===== config.mk =====
export PLATFORM = sky130hd
export DESIGN_NAME = mem_stage_ctrl
export DESIGN_NICKNAME = d
export VERILOG_FILES = /design/src/rtl/mem_stage_ctrl.sv
export SDC_FILE = /design/constraint.sdc
export NUM_CORES = 1
export LEC_CHECK = 0
export BUFFER_PORTS_ARGS = -buffer_cell sky130_fd_sc_hd__buf_2
export CAP_MARGIN = 20
export CORE_MARGIN = 5
export CORE_UTILIZATION = 33
export CTS_CLUSTER_SIZE = 8
export DETAILED_ROUTE_END_ITERATION = 7
export GPL_TIMING_DRIVEN = 0
export HOLD_SLACK_MARGIN = 0.02
export PLACE_DENSITY = 0.6
export RECOVER_POWER = 50
export SKIP_CTS_REPAIR_TIMING = 1
export SYNTH_ARGS = -nofsm -noshare
export SYNTH_HDL_FRONTEND = slang
export SYNTH_SLANG_ARGS = --single-unit

===== constraint.sdc =====
create_clock -name clk -period 2.2 [get_ports clk]
set_input_delay 0.11 -clock clk [delete_from_list [all_inputs] [get_ports clk]]
set_output_delay 0.11 -clock clk [all_outputs]
set_load 0.05 [all_outputs]

===== src/rtl/mem_stage_ctrl.sv =====
// MEM-stage controller: issues dmem req/ack accesses, drives stall/flush, registers MEM/WB bundle.
// Optional feature macro MEM_TIMEOUT_EN: abort a BUSY access after TIMEOUT cycles without dmem_ack.
module mem_stage_ctrl #(
    parameter int DATA_W  = 32,
    parameter int REG_W   = 5,
    parameter int TIMEOUT = 16
) (
    input  logic              clk,
    input  logic              rst_n,
    input  logic              in_valid,
    input  logic              RegWrite_in,
    input  logic              MemRead_in,
    input  logic              MemWrite_in,
    input  logic [2:0]        MemToReg_in,
    input  logic              Branch_in,
    input  logic              Zero_in,
    input  logic [2:0]        jump_in,
    input  logic [DATA_W-1:0] ALUResult_in,
    input  logic [DATA_W-1:0] WriteMemData_in,
    input  logic [REG_W-1:0]  WriteReg_in,
    input  logic [DATA_W-1:0] pc_plus_4_in,
    output logic              dmem_req,
    output logic              dmem_we,
    output logic [DATA_W-1:0] dmem_addr,
    output logic [DATA_W-1:0] dmem_wdata,
    input  logic              dmem_ack,
    input  logic [DATA_W-1:0] dmem_rdata,
    output logic              stall,
    output logic              flush,
    output logic              wb_valid,
    output logic              RegWrite_wb,
    output logic [2:0]        MemToReg_wb,
    output logic [REG_W-1:0]  WriteReg_wb,
    output logic [DATA_W-1:0] ALUResult_wb,
    output logic [DATA_W-1:0] ReadData_wb,
    output logic [DATA_W-1:0] pc_plus_4_wb,
    output logic              err_timeout
);

    if (TIMEOUT < 1) begin : g_bad_timeout
        $error("mem_stage_ctrl: TIMEOUT must be at least 1");
    end

    typedef enum logic [0:0] {StIdle, StBusy} state_t;

    state_t r_state;
    state_t w_state_d;

    logic              w_memop;
    logic              w_load;
    logic              w_redirect;
    logic              w_issue;
    logic              w_retire;
    logic              w_abort;
    logic              w_timeout;

    logic              r_dmem_req;
    logic              r_dmem_we;
    logic [DATA_W-1:0] r_dmem_addr;
    logic [DATA_W-1:0] r_dmem_wdata;
    logic              r_flush;
    logic              r_wb_valid;
    logic              r_regwrite_wb;
    logic [2:0]        r_memtoreg_wb;
    logic [REG_W-1:0]  r_writereg_wb;
    logic [DATA_W-1:0] r_aluresult_wb;
    logic [DATA_W-1:0] r_readdata_wb;
    logic [DATA_W-1:0] r_pc_plus_4_wb;

    assign w_memop    = in_valid & (MemRead_in | MemWrite_in);
    // A load with MemWrite also set is treated as a store.
    assign w_load     = MemRead_in & ~MemWrite_in;
    assign w_redirect = (Branch_in & Zero_in) | (|jump_in);

`ifdef MEM_TIMEOUT_EN
    localparam int CNT_W = $clog2(TIMEOUT + 1);

    logic [CNT_W-1:0] r_cnt;
    logic             r_err_timeout;

    // r_cnt holds the number of BUSY cycles already spent before the current one.
    assign w_timeout = (r_state == StBusy) & ~dmem_ack & (r_cnt == CNT_W'(TIMEOUT - 1));

    always_ff @(posedge clk or negedge rst_n) begin
        if (!rst_n) begin
            r_cnt         <= '0;
            r_err_timeout <= 1'b0;
        end else begin
            if (w_issue) begin
                r_cnt <= '0;
            end else if (r_state == StBusy) begin
                r_cnt <= r_cnt + CNT_W'(1);
            end
            if (w_abort) begin
                r_err_timeout <= 1'b1;
            end
        end
    end

    assign err_timeout = r_err_timeout;
`else
    assign w_timeout   = 1'b0;
    assign err_timeout = 1'b0;
`endif

    always_comb begin
        w_state_d = r_state;
        w_issue   = 1'b0;
        w_retire  = 1'b0;
        w_abort   = 1'b0;
        unique case (r_state)
            StIdle: begin
                if (w_memop) begin
                    w_issue   = 1'b1;
                    w_state_d = StBusy;
                end else if (in_valid) begin
                    w_retire = 1'b1;
                end
            end
            StBusy: begin
                if (dmem_ack) begin
                    w_retire  = 1'b1;
                    w_state_d = StIdle;
                end else if (w_timeout) begin
                    w_abort   = 1'b1;
                    w_state_d = StIdle;
                end
            end
            default: w_state_d = StIdle;
        endcase
    end

    // Gated by rst_n so the upstream pipeline is released as soon as reset asserts.
    assign stall = rst_n & w_memop & ~((r_state == StBusy) & dmem_ack) & ~w_timeout;

    always_ff @(posedge clk or negedge rst_n) begin
        if (!rst_n) begin
            r_state      <= StIdle;
            r_dmem_req   <= 1'b0;
            r_dmem_we    <= 1'b0;
            r_dmem_addr  <= '0;
            r_dmem_wdata <= '0;
        end else begin
            r_state <= w_state_d;
            if (w_issue) begin
                r_dmem_req   <= 1'b1;
                r_dmem_we    <= MemWrite_in;
                r_dmem_addr  <= ALUResult_in;
                r_dmem_wdata <= WriteMemData_in;
            end else if (w_retire || w_abort) begin
                r_dmem_req <= 1'b0;
            end
        end
    end

    always_ff @(posedge clk or negedge rst_n) begin
        if (!rst_n) begin
            r_flush        <= 1'b0;
            r_wb_valid     <= 1'b0;
            r_regwrite_wb  <= 1'b0;
            r_memtoreg_wb  <= '0;
            r_writereg_wb  <= '0;
            r_aluresult_wb <= '0;
            r_readdata_wb  <= '0;
            r_pc_plus_4_wb <= '0;
        end else begin
            r_flush       <= w_retire & w_redirect;
            r_wb_valid    <= w_retire;
            r_regwrite_wb <= w_retire & RegWrite_in;
            if (w_retire) begin
                r_memtoreg_wb  <= MemToReg_in;
                r_writereg_wb  <= WriteReg_in;
                r_aluresult_wb <= ALUResult_in;
                r_pc_plus_4_wb <= pc_plus_4_in;
                r_readdata_wb  <= ((r_state == StBusy) && w_load) ? dmem_rdata : '0;
            end
        end
    end

    assign dmem_req     = r_dmem_req;
    assign dmem_we      = r_dmem_we;
    assign dmem_addr    = r_dmem_addr;
    assign dmem_wdata   = r_dmem_wdata;
    assign flush        = r_flush;
    assign wb_valid     = r_wb_valid;
    assign RegWrite_wb  = r_regwrite_wb;
    assign MemToReg_wb  = r_memtoreg_wb;
    assign WriteReg_wb  = r_writereg_wb;
    assign ALUResult_wb = r_aluresult_wb;
    assign ReadData_wb  = r_readdata_wb;
    assign pc_plus_4_wb = r_pc_plus_4_wb;

endmodule


# Word level (Yosys, flattened, before mapping)
# Index checks and enable logic that the tools add are counted.
dict set report word_totals {
  reg_bits 174
  in_bits 148
  out_inout_bits 175
  wordCells 40
}
dict set report op_classes {
  muxes 11
  bitwise_logic 13
  n_reduce_logical 3
}
# operator n
set op_table {}
lappend op_table {{32-bit 2-to-1 mux} 1}
lappend op_table {{1-bit bitwise AND} 8}
lappend op_table {{1-bit 2-to-1 mux} 8}
lappend op_table {{1-bit one-hot mux with 2 select lines} 2}
lappend op_table {{1-bit NOT} 3}
lappend op_table {{3-bit OR reduction} 1}
lappend op_table {{1-bit OR} 2}
lappend op_table {{2-bit nonzero test} 1}
lappend op_table {{1-bit logical AND} 1}

# Longest topological paths before layout
dict set report depth {
  ltp_word 6
  mapped_depth 6
  ltp_nobuf 3
}

# Worst setup path before layout
# Ideal clock, no wire load.
dict set report synth_path {
  kind {register to output}
  startpoint {register r_state}
  endpoint {output stall}
  arrival_ps 1587
  required_time_ps 2090
  setup_slack_ps 503
  stages_incl_launch_ff 2
  n_path_buf 0
  path_cell_list {dfrtp_1 -> a211oi_1}
}
dict set report synth_via {
  elab_chain_len 3
}
# item line
set synth_lines {}
lappend synth_lines {{start: declaration} 46} ;# state_t r_state;
lappend synth_lines {{start signal: assignment} 138} ;# r_state <= StIdle;
lappend synth_lines {{start signal: assignment} 144} ;# r_state <= w_state_d;
lappend synth_lines {{1-bit bitwise AND} 134} ;# assign stall = rst_n & w_memop & ~((r_state == StBusy) & dmem_ack) & ~w_timeout;
lappend synth_lines {{1-bit NOT} 134}
lappend synth_lines {{1-bit bitwise AND} 134}
lappend synth_lines {{end: declaration} 28} ;# output logic stall,
# Every way passes these cells.

# Worst setup path after layout
dict set report layout_path {
  startpoint {input rst_n}
  endpoint {output stall}
}
dict set report layout_via {
  elab_chain_len 2
}
# item line
set layout_lines {}
lappend layout_lines {{start: declaration} 9} ;# input logic rst_n,
lappend layout_lines {{1-bit bitwise AND (2 in series)} 134}
# Every way passes these cells.

==> impl_metrics.py <==
metrics = {
    "drt": {
        "wl_per_cell_um": 16.0,
        "drt_iter0_drc": 159,
        "routed_wl_mm": 19.4,
        "first_pass_iters": 4,
        "via_per_inst": 4.32,
        "vias": 5259,
        "drtAntennaViolNets": 0,
        "route.detailed.drc": 0,
    },
    "worst_setup_path": {
        "ff2ff_setup_slack_ns": 0.36,
        "crit_fanout": 73,
        "worstSetupPathType": "input pin to output port",
        "arrival_ns": 1.83,
        "crit_required_ns": 2.09,
        "cp-start-kind": "input pin",
        "cp-end-kind": "output port",
        "cp_slowest_cell": "dlygate4sd3_1",
        "cp_slowest_stage_delay_ns": 0.56,
        "crit_chain": "dlygate4sd3_1, buf_8, nand2_1, a211oi_1, buf_2",
    },
    "layout": {
        "final_util_pct": 52.0,
        "seqCellArea_um2": 4350,
        "nFillCells": 1812,
        "syn2layout_area_growth_pct": 55.8,
        "multi_input_area_um2": 2080,
        "layout.nets": 1082,
        "final_cell_count_no_fill": 1217,
        "drive_above_1_share_pct": 22.2,
        "final_area_um2": 10500,
    },
    "global_routing": {
        "grt_start_max_net_pins": 104,
        "grt_pass1_wl_mm": 28.0,
        "track_usage_pct": 15.1,
        "grt_pass1_vias": 5069,
        "overflow": 0,
        "antenna_found_initial": 0,
    },
    "logic_synthesis": {
        "synthDistinctLibCells": 21,
        "synth_top_area_share_pct": 64.6,
        "synth-edff-count": 0,
        "syn_area_per_cell_um2": 15.0,
        "synthFlopType": "dfrtp_1",
        "ys_seq_elements": 174,
        "yosysTopAreaCell": "dfrtp_1",
        "ys_async_sr_fraction_pct": 100,
        "yosysWarningCount": 0,
        "syn_area_um2": 6740,
        "yosysSeqAreaShare_pct": 64.6,
        "syn_inst": 449,
        "yosys-top-cells-area": "dfrtp_1 (65%), mux2_1 (21%), mux2i_1 (4.8%)",
        "synth_nets": 597,
        "synth_most_common_cell": "dfrtp_1",
        "synth_common_cells": "dfrtp_1 (174), mux2_1 (126), nand2_1 (35), inv_1 (33), mux2i_1 (32)",
    },
    "placed_design": {
        "place_congestion": 0.768,
        "place_area_um2": 8720,
        "dp_cells": 1041,
        "port_buffers": 321,
        "place_ws_ns": 0.342,
        "place_hpwl_mm": 13.1,
    },
    "clocking": {
        "cts_tree": "done",
        "clk_pin_slew_ns": 0.06,
        "clock_latency_ns": 0.42,
        "cts.path.max_buffers": 2,
        "cts_made_buffers": 17,
        "clock_sinks": 174,
        "cts-root-buf": "clkbuf_16",
        "htreeDepth": 4,
    },
    "die": {
        "die_y_um": 153,
        "start_util_pct": 33.4,
        "io_pins": 323,
        "core.rowCount": 52,
        "core_area_um2": 20200,
        "die-area_um2": 23400,
        "die_w_um": 153,
    },
    "sta": {
        "tns_ns": 0,
        "slew_viol_final": 0,
        "period_needed_ns": 1.94,
        "fin_ws_ns": 0.263,
        "worstMarginPinSlew_ns": 0.968,
        "hold_viol": 0,
        "skew_ns": 0.0106,
        "fmax_mhz": 516,
        "fin_crit_sh_pct": 88.0,
        "relSlewSlack_pct": 35.5,
        "setup_viol": 0,
        "holdWs_ns": 0.0145,
        "rsz0062_at_grt": "no",
    },
    "status": {
        "status": "finished clean",
    },
    "power_and_ir_drop": {
        "power.density_nw_per_um2": 1120,
        "ir_worst_vdd_mv": 0.741,
        "leakage_nw": 4.66,
        "p_total_mw": 11.7,
    },
    "worst_hold_path": {
        "min_path_type": "input pin to register",
    },
    "run": {
        "cap_violations": 0,
    },
}
## worst max-delay path: cells and delay by family
family,cells,cell delay (ns)
and+or+nand+nor,1,0.11
buffers and inverters,3,1.30
AOI/OAI and AO/OA,1,0.24
## worst paths after layout
kind,cells after the start,endpoint,start
setup reg to reg,5,pc_plus_4_wb[9]$_DFFE_PN0P_,r_state$_DFF_PN0_
hold reg to reg,1,dmem_wdata[13]$_DFFE_PN0P_,dmem_wdata[13]$_DFFE_PN0P_
setup / recovery,5,stall,rst_n
max in group asynchronous,3,ALUResult_wb[31]$_DFFE_PN0P_,rst_n
hold / removal,3,dmem_we$_DFFE_PN0P_,MemRead_in
min in group asynchronous,2,ALUResult_wb[19]$_DFFE_PN0P_,rst_n
## layout by cell type, fill, tap and decap left out
cell type / n
and3b_1: 1
a31o_2: 1
a21boi_1: 1
nor3_1: 1
dfrtp_1: 174
nor2_1: 2
inv_6: 6
conb_1: 1
clkbuf_16: 17
mux2i_1: 32
buf_4: 14
and2_1: 1
clkinvlp_4: 3
nor2b_1: 2
clkbuf_1: 178
diode_2: 1
buf_2: 148
clkbuf_8: 1
mux2_1: 126
bufinv_16: 1
buf_6: 5
a211oi_1: 2
nand2_1: 35
mux2_2: 10
a22o_1: 2
a21o_1: 1
clkinv_4: 2
buf_8: 1
inv_1: 33
clkinv_2: 1
dlygate4sd3_1: 144
## layer usage
layer | vias to the layer above | share of wire, % | track usage, %
met5 | - | 0 | 0
met4 | 0 | 1.8 | 4.24
met3 | 31 | 6.4 | 6.28
met2 | 197 | 51 | 24.5
met1 | 2549 | 40 | 18.6
li1 | 2482 | - | -
## logic make-up after synthesis
| group | count (synthesis) | share of synthesized area [%] |
|---|---|---|
| flops | 174 | 64.6 |
| mux | 168 | 27.5 |
| buf+inv | 57 | 4.44 |
| simple gates | 42 | 2.54 |
| compound gates | 7 | 0.836 |
| other cells | 1 | 0.0557 |
## final cells by class
type | instances | share of cell area [%]
repair buffers | 466 | 27.2
clock buffers | 18 | 4.18
inverters | 33 | 1.18
clock inverters | 13 | 1.22
flip-flops and latches | 174 | 41.5
diodes | 1 | 0.0238
multi-input cells | 218 | 19.8
plain buffers | 24 | 1.67
well taps | 270 | 3.22
## registers in the layout, indices dropped and copies added, names as in the netlist
register,flops
ReadData_wb,32
flush,1
wb_valid,1
pc_plus_4_wb,32
dmem_addr,32
dmem_wdata,32
dmem_req,1
r_state,1
MemToReg_wb,3
dmem_we,1
ALUResult_wb,32
WriteReg_wb,5
RegWrite_wb,1
## power breakdown
part	leakage, nW	total (mW)	switching (mW)	internal, mW
logic	2.28	4.52	3.47	1.05
clock network	0.271	2.95	1.34	1.61
registers	2.11	4.25	0.342	3.91
total	4.66	11.7	5.16	6.57
Power figures use the tool's default switching activity.
